**src/rtl/stuffed_frame_tx_if.sv**
```systemverilog
// Word-in / bit-out bundle for the stuffed serial frame transmitter.
// Producer side drives tx_data/tx_valid; the transmitter drives everything else.
`timescale 1ns/1ps
interface stuffed_frame_tx_if #(
  parameter int DATA_W = 8
);
  logic [DATA_W-1:0] tx_data;
  logic              tx_valid;
  logic              tx_ready;
  logic              sout;
  logic              sout_en;
  logic              busy;
  logic              frame_done;

  modport master (
    output tx_data, tx_valid,
    input  tx_ready, sout, sout_en, busy, frame_done
  );

  modport slave (
    input  tx_data, tx_valid,
    output tx_ready, sout, sout_en, busy, frame_done
  );
endinterface

```
**src/rtl/stuffed_frame_tx.sv**
```systemverilog
// Serial frame transmitter: PRE_LEN ones, 0 delimiter, MSB-first zero-stuffed payload, 0 guard.
// Latency: first preamble bit the cycle after handshake; ready only in IDLE, word held by producer otherwise.
`timescale 1ns/1ps
module stuffed_frame_tx #(
  parameter int DATA_W  = 8,
  parameter int PRE_LEN = 2,
  parameter int MAX_RUN = 1
) (
  input logic              clk,
  input logic              rst,
  stuffed_frame_tx_if.slave bus
);

  localparam int IDX_W = (DATA_W > 1) ? $clog2(DATA_W) : 1;
  localparam int RUN_W = $clog2(MAX_RUN + 1);
  localparam int PRE_W = $clog2(PRE_LEN);

  typedef enum logic [2:0] {
    S_IDLE  = 3'd0,
    S_PRE   = 3'd1,
    S_DELIM = 3'd2,
    S_DATA  = 3'd3,
    S_STUFF = 3'd4,
    S_END   = 3'd5
  } state_t;

  state_t            r_state;
  state_t            w_next;
  logic [DATA_W-1:0] r_shift;
  logic [IDX_W-1:0]  r_idx;
  logic [RUN_W-1:0]  r_run;
  logic [PRE_W-1:0]  r_pre;
  logic              r_last;

  logic w_ready, w_sout, w_sout_en, w_busy, w_done;
  logic w_hs, w_bit, w_stuff, w_pre_last, w_idx_zero;

  assign w_hs       = bus.tx_valid & w_ready;
  assign w_bit      = r_shift[r_idx];
  assign w_stuff    = w_bit && (r_run == RUN_W'(MAX_RUN - 1));
  assign w_pre_last = (r_pre == PRE_W'(PRE_LEN - 1));
  assign w_idx_zero = (r_idx == '0);

  always_ff @(posedge clk or posedge rst) begin
    if (rst) r_state <= S_IDLE;
    else     r_state <= w_next;
  end

  always_comb begin
    w_next = S_IDLE;
    case (r_state)
      S_IDLE:  w_next = w_hs ? S_PRE : S_IDLE;
      S_PRE:   w_next = w_pre_last ? S_DELIM : S_PRE;
      S_DELIM: w_next = S_DATA;
      S_DATA: begin
        if (w_stuff)         w_next = S_STUFF;
        else if (w_idx_zero) w_next = S_END;
        else                 w_next = S_DATA;
      end
      S_STUFF: w_next = r_last ? S_END : S_DATA;
      S_END:   w_next = S_IDLE;
      default: w_next = S_IDLE;
    endcase
  end

  // Counters saturate at their terminal value so none wraps inside a frame.
  always_ff @(posedge clk or posedge rst) begin
    if (rst) begin
      r_shift <= '0;
      r_idx   <= '0;
      r_run   <= '0;
      r_pre   <= '0;
      r_last  <= 1'b0;
    end else begin
      case (r_state)
        S_IDLE: begin
          if (w_hs) begin
            r_shift <= bus.tx_data;
            r_idx   <= '0;
            r_run   <= '0;
            r_pre   <= '0;
            r_last  <= 1'b0;
          end
        end
        S_PRE: begin
          if (!w_pre_last) r_pre <= r_pre + PRE_W'(1);
        end
        S_DELIM: begin
          r_idx <= IDX_W'(DATA_W - 1);
          r_run <= '0;
        end
        S_DATA: begin
          r_run <= w_bit ? r_run + RUN_W'(1) : '0;
          if (w_idx_zero) r_last <= 1'b1;
          else            r_idx  <= r_idx - IDX_W'(1);
        end
        S_STUFF: r_run <= '0;
        default: ;
      endcase
    end
  end

  always_comb begin
    w_ready   = 1'b0;
    w_sout    = 1'b0;
    w_sout_en = 1'b0;
    w_busy    = 1'b0;
    w_done    = 1'b0;
    case (r_state)
      S_IDLE:  w_ready = ~rst;
      S_PRE: begin
        w_sout    = 1'b1;
        w_sout_en = 1'b1;
        w_busy    = 1'b1;
      end
      S_DELIM, S_STUFF: begin
        w_sout_en = 1'b1;
        w_busy    = 1'b1;
      end
      S_DATA: begin
        w_sout    = w_bit;
        w_sout_en = 1'b1;
        w_busy    = 1'b1;
      end
      S_END: begin
        w_sout_en = 1'b1;
        w_busy    = 1'b1;
        w_done    = 1'b1;
      end
      default: ;
    endcase
  end

  assign bus.tx_ready   = w_ready;
  assign bus.sout       = w_sout;
  assign bus.sout_en    = w_sout_en;
  assign bus.busy       = w_busy;
  assign bus.frame_done = w_done;

endmodule

```
**src/flat_wrapper.sv**
```systemverilog
// flat-port wrapper written by rule: the top's interface ports become plain ports
module stuffed_frame_tx_flat 
#(
  parameter int DATA_W  = 8,
  parameter int PRE_LEN = 2,
  parameter int MAX_RUN = 1
)
  (clk, rst, bus_tx_data, bus_tx_valid, bus_tx_ready, bus_sout, bus_sout_en, bus_busy, bus_frame_done);
  stuffed_frame_tx_if #(.DATA_W(DATA_W)) bus_i ();
  input logic clk;
  input logic rst;
  input wire logic [$bits(bus_i.tx_data)-1:0] bus_tx_data;
  input wire logic [$bits(bus_i.tx_valid)-1:0] bus_tx_valid;
  output wire logic [$bits(bus_i.tx_ready)-1:0] bus_tx_ready;
  output wire logic [$bits(bus_i.sout)-1:0] bus_sout;
  output wire logic [$bits(bus_i.sout_en)-1:0] bus_sout_en;
  output wire logic [$bits(bus_i.busy)-1:0] bus_busy;
  output wire logic [$bits(bus_i.frame_done)-1:0] bus_frame_done;
  assign bus_i.tx_data = bus_tx_data;
  assign bus_i.tx_valid = bus_tx_valid;
  assign bus_tx_ready = bus_i.tx_ready;
  assign bus_sout = bus_i.sout;
  assign bus_sout_en = bus_i.sout_en;
  assign bus_busy = bus_i.busy;
  assign bus_frame_done = bus_i.frame_done;
  stuffed_frame_tx #(.DATA_W(DATA_W), .PRE_LEN(PRE_LEN), .MAX_RUN(MAX_RUN)) u_core (.clk(clk), .rst(rst), .bus(bus_i));
endmodule
```
**config.mk**
```make
export PLATFORM = sky130hd
export DESIGN_NAME = stuffed_frame_tx_flat
export DESIGN_NICKNAME = d
export VERILOG_FILES = /design/src/rtl/stuffed_frame_tx_if.sv /design/src/rtl/stuffed_frame_tx.sv /design/src/flat_wrapper.sv
export SDC_FILE = /design/constraint.sdc
export NUM_CORES = 1
export LEC_CHECK = 0
export CAP_MARGIN = 25
export CORE_MARGIN = 10
export CORE_UTILIZATION = 51
export CTS_CLUSTER_SIZE = 10
export DETAILED_ROUTE_END_ITERATION = 6
export MAX_ROUTING_LAYER = met4
export PLACE_DENSITY = 0.8
export SETUP_SLACK_MARGIN = 0.05
export SYNTH_ARGS = -nofsm -noshare
export SYNTH_HDL_FRONTEND = slang
export SYNTH_SLANG_ARGS = --single-unit
```
**constraint.sdc**
```tcl
create_clock -name clk -period 1.98 [get_ports clk]
set_clock_uncertainty 0.1 [all_clocks]
set_input_delay 0.396 -clock clk [delete_from_list [all_inputs] [get_ports clk]]
set_output_delay 0.396 -clock clk [all_outputs]
set_load 0.05 [all_outputs]
```
# Word level (Yosys, flattened, before mapping)

Cells that the tools add are included.

Bits in registers: 17
Bits of input ports: 11
Output and inout port bits: 5
Logic and storage cells: 57

Add/subtract/negate cells: 3
$lt $le $gt $ge: 1
Equal/unequal tests: 8
Mux-type cells: 22
Bitwise logic cells: 3
Reduce and logical (&&, ||, !) cells: 14

Operator list:

| operator              | number |
|---|---|
| $mux W3               | 5 |
| $pmux W3 S5           | 1 |
| $mux W1               | 9 |
| $pmux W3 S3           | 1 |
| $eq A3 B2 Y1 const B  | 2 |
| $eq A3 B3 Y1 const B  | 2 |
| $logic_not A3 Y1      | 2 |
| $pmux W1 S2           | 3 |
| $reduce_and A2 Y1     | 3 |
| $reduce_and A3 Y1     | 2 |
| $reduce_bool A3 Y1    | 2 |
| $reduce_or A5 Y1      | 1 |
| $lt A3 B4 Y1 const B  | 1 |
| $ne A2 B1 Y1 const B  | 2 |
| $reduce_bool A2 Y1    | 2 |
| $bmux W1 S3           | 1 |
| $eq A3 B1 Y1 const B  | 1 |
| $pmux W1 S3           | 1 |
| $sub A3 B1 Y3 const B | 1 |
| $add A1 B1 Y1 const B | 2 |
| $mux W2               | 1 |
| $ne A2 B2 Y1 const B  | 1 |
| $not A1 Y1            | 2 |
| $reduce_or A2 Y1      | 1 |
| other kinds (2)       | 2 |

# Depth between registers and ports, before layout

Gate-level depths: netlist (run 1).

Word-level depth: 5
Depth in mapped cells: 7
Mapped depth without buffers: 6

# Least setup slack after synthesis (run 1)

No wires, ideal clock.

Path kind: register to output
Start: reg u_core.r_state[1]
End: out bus_tx_ready
Arrival time: 2137 ps
Required time: 1484 ps
Slack: -653 ps
Stages on the path, launching flop included: 3
Cells stage by stage: dfrtp_1 -> buf_2 -> nor4_1

Longest elaborated chain between the ends: 2

Ends and longest elaborated chain:

| what                   | RTL line                | RTL |
|---|---|---|
| from (decl)            | stuffed_frame_tx.sv:27  | `state_t r_state;` |
| from (signal assigned) | stuffed_frame_tx.sv:46  | `else r_state <= w_next;` |
| $logic_not A3 Y1       | stuffed_frame_tx.sv:109 | `case (r_state)` |
| $mux W1                | stuffed_frame_tx.sv:109 |  |
| to (decl)              | flat_wrapper.sv:14      | `output wire logic [$bits(bus_i.tx_ready)-1:0] bus_tx_ready;` |

Every way passes these cells.

# Worst setup path after layout (run 1)

Start: reg u_core.r_idx[0]
End: out bus_sout

Longest elaborated chain between the ends: 3

Ends and longest elaborated chain:

| what                          | RTL line                | RTL |
|---|---|---|
| from (decl)                   | stuffed_frame_tx.sv:30  | `logic [IDX_W-1:0] r_idx;` |
| from (signal assigned)        | stuffed_frame_tx.sv:89  | `r_idx <= IDX_W'(DATA_W - 1);` |
| from (signal assigned)        | stuffed_frame_tx.sv:95  | `else r_idx <= r_idx - IDX_W'(1);` |
| $bmux W1 S3                   | stuffed_frame_tx.sv:39  | `assign w_bit = r_shift[r_idx];` |
| $mux W1 (implied by the code) | stuffed_frame_tx.sv:39  |  |
| $pmux W1 S2                   | stuffed_frame_tx.sv:109 |  |
| to (decl)                     | flat_wrapper.sv:15      | `output wire logic [$bits(bus_i.sout)-1:0] bus_sout;` |

Every way passes these cells. The select of a mux whose other input is x is not followed.

==> results.sh, run 1 <==
export IMPL_rows=15
export IMPL_hp_start="u_core.r_shift[2]$_DFFE_PP0P_"
export IMPL_vias=821
export IMPL_wl_um=2290
export IMPL_core_um2=1780
export IMPL_status="finished, violations left"
export IMPL_grt_pass1_vias=862
export IMPL_tightest_slew_ns=0.367
export IMPL_irDropWorstVdd_uv=1360
export IMPL_avgRoutedWirePerCell_um=16.0
export IMPL_start_kind="flop"
export IMPL_ys_flop_type="dfrtp_1"
export IMPL_setup_viol=1
export IMPL_reg2reg_from="u_core.r_idx[1]$_DFFE_PP0P_"
export IMPL_nets=132
export IMPL_critPathSlowestCell="dfrtp_2"
export IMPL_synth_area_um2=996
export IMPL_synth_cells=94
export IMPL_die_y_um=64.2
export IMPL_slowest_delay_ns=0.47
export IMPL_finalInstanceArea_um2=1340
export IMPL_endpoint_kind="output port"
export IMPL_initial_utilization_pct=55.9
export IMPL_yosysWarnings=0
export IMPL_r2r_cells=6
export IMPL_placed_area_um2=1280
export IMPL_post_route_period_util_pct=110
export IMPL_grt_max_degree=18
export IMPL_dp_slack_ns=0.0360
export IMPL_total_power_w=0.00235
export IMPL_clk_pin_slew_ns=0.09
export IMPL_cp_cell_sequence="mux2_1, o22ai_4, nor2_2, o21a_1, buf_6"
export IMPL_yosysSeqAreaShare_pct=42.7
export IMPL_critPathLaunch="u_core.r_idx[0]$_DFFE_PP0P_"
export IMPL_yosys_cell_types_count=37
export IMPL_final_min_clock_period_ns=2.18
export IMPL_cts_tree="done"
export IMPL_h_tree_depth=1
export IMPL_fin_tns_setup_ns=-0.198
export IMPL_drtAntennaViolNets=0
export IMPL_dp_hpwl_um=1770
export IMPL_drive_gt1_share_pct=27.1
export IMPL_violations="negative setup slack"
export IMPL_nFillCells=123
export IMPL_grt_use_total_pct=11.6
export IMPL_vias_per_cell=5.74
export IMPL_hold_depth=1
export IMPL_numCtsBuffers=3
export IMPL_cts_root_buf="clkbuf_4"
export IMPL_drt_iter0_drc=12
export IMPL_synth_edf_count=0
export IMPL_synth_async_reset_ratio_pct=100
export IMPL_layout_commonest_cell="dfrtp_1"
export IMPL_timing_fmax_mhz=459
export IMPL_drv_slew=0
export IMPL_die_area_um2=4120
export IMPL_path_delay_family="flip-flops"
export IMPL_whs_ns=0.396
export IMPL_dr_pass1_iters=4
export IMPL_seq_area_um2=429
export IMPL_drc=0
export IMPL_multiInputGateArea_um2=557
export IMPL_clk_latency_ns=0.29
export IMPL_synth_fp_nets=107
export IMPL_p_leak_nw=0.573
export IMPL_crit_type="flop to output port"
export IMPL_routabilityCongestion=0.849
export IMPL_min_path_type="flop to flop"
export IMPL_cp_buffers_inverters=1
export IMPL_portBuffers=15
export IMPL_ys_seq_elements=17
export IMPL_io_pins=16
export IMPL_path_depth=5
export IMPL_arrival_ns=1.68
export IMPL_rsz0062_at_grt="yes"
export IMPL_layout_common_cells="dfrtp_1, mux2_1, clkdlybuf4s50_1, buf_4, nand2_1"
export IMPL_final_setup_worst_slack_ns=-0.198
export IMPL_grt_pass1_wl_um=3870
export IMPL_avgSynthCellArea_um2=10.6
export IMPL_ctsLongestPathBuffers=2
export IMPL_hold_viol=0
export IMPL_ctsHoldBuffers=0
export IMPL_p_per_area_nw_per_um2=1760
export IMPL_r2r_setup_slack_ns=0.28
export IMPL_clock_sinks=17
export IMPL_diodes=0
export IMPL_worstHoldEndpoint="u_core.r_shift[2]$_DFFE_PP0P_"
export IMPL_antenna_found_initial=0
export IMPL_critical_path_peak_fanout=6
export IMPL_area_growth_pct=34.2
export IMPL_crit_required_ns=1.48
export IMPL_grt_ovfl_total=0
export IMPL_r2r_end="u_core.r_idx[0]$_DFFE_PP0P_"
export IMPL_die_w_um=64.2
export IMPL_maxCapViolCount=0
export IMPL_slew_headroom_pct=75.5
-- per-layer routing --
metal  part of all wire [%]  GRT usage (%)  up-vias
met4                    1.0           3.74        0
met2                     51           20.1       23
met5                      0              -        -
met1                     44           13.0      406
li1                       -              -      388
met3                    3.2           2.44        4
-- worst max-delay path by stage --
stage / slack (ns) / to
global placement: 0.09 / bus_sout
detailed placement: 0.04 / u_core.r_idx[1]$_DFFE_PP0P_
finish: -0.20 / bus_sout
CTS: -0.22 / bus_sout
floorplan: 0.03 / bus_frame_done
global route: -0.26 / bus_sout
-- registers in the layout, summed over array words and instances (netlist names) --
register,flops
u_core.r_shift,8
u_core.r_idx,3
u_core.r_state,3
u_core.r_last,1
u_core.r_pre,1
u_core.r_run,1
-- power by group --
part / total [W] / internal (W) / switching, W
clock network: 0.000185 / 0.0000783 / 0.000107
logic: 0.00146 / 0.000703 / 0.000759
registers: 0.000704 / 0.000520 / 0.000184
-- logic make-up (layout without fill, tap and decap cells) --
logic type | after synthesis | in the layout | share of synthesized area [%]
muxes | 14 | 14 | 16.0
AOI/OAI and AO/OA | 18 | 18 | 14.8
buffers and inverters | 11 | 35 | 5.53
adders and majority gates | 2 | 2 | 2.51
and+or+nand+nor | 32 | 32 | 18.5
DFF | 17 | 17 | 42.7
-- cell type report --
class / count / area share (%)
Inverter: 6 / 1.69
Multi-Input combinational cell: 66 / 41.7
Tap cell: 25 / 2.34
Clock buffer: 4 / 1.97
Sequential cell: 17 / 32.1
Timing Repair Buffer: 25 / 20.2
-- stage by stage --
step                cells  util (%)
global route          143      74.9
global placement      138      71.6
finish                143      74.9
CTS                   143      74.0
floorplan              94         -
detailed placement    138      71.6
-- repair_timing --
action,CTS,global route
endpoints found under the setup margin,4,3
gates resized for setup,4,4
buffers inserted,1,0
pin swaps,0,0
-- Yosys cell counts (2+ instances only) --
cell type  instances  area share [%]
nor2b_1            4             2.5
a21boi_1           2             1.5
nand3_1            5             2.5
a31oi_1            2             1.3
mux2_1            10              11
inv_1              6             2.3
nor2_1             4             1.5
buf_2              2             1.0
a31o_1             2             1.8
nor3_1             2             1.0
nand2_1            8             3.0
nand2b_1           2             1.3
a21oi_1            3             1.5
ha_1               2             2.5
mux2i_1            2             2.0
dfrtp_1           17              43
Power figures use the tool's default switching activity.
==> inputs of run 2 (changes only) <==
- GPL_ROUTABILITY_DRIVEN: unset -> 0
- HOLD_SLACK_MARGIN: unset -> 0.12
==> results of run 2 <==
Final layout, timing and power as in run 1 (identical DEF).
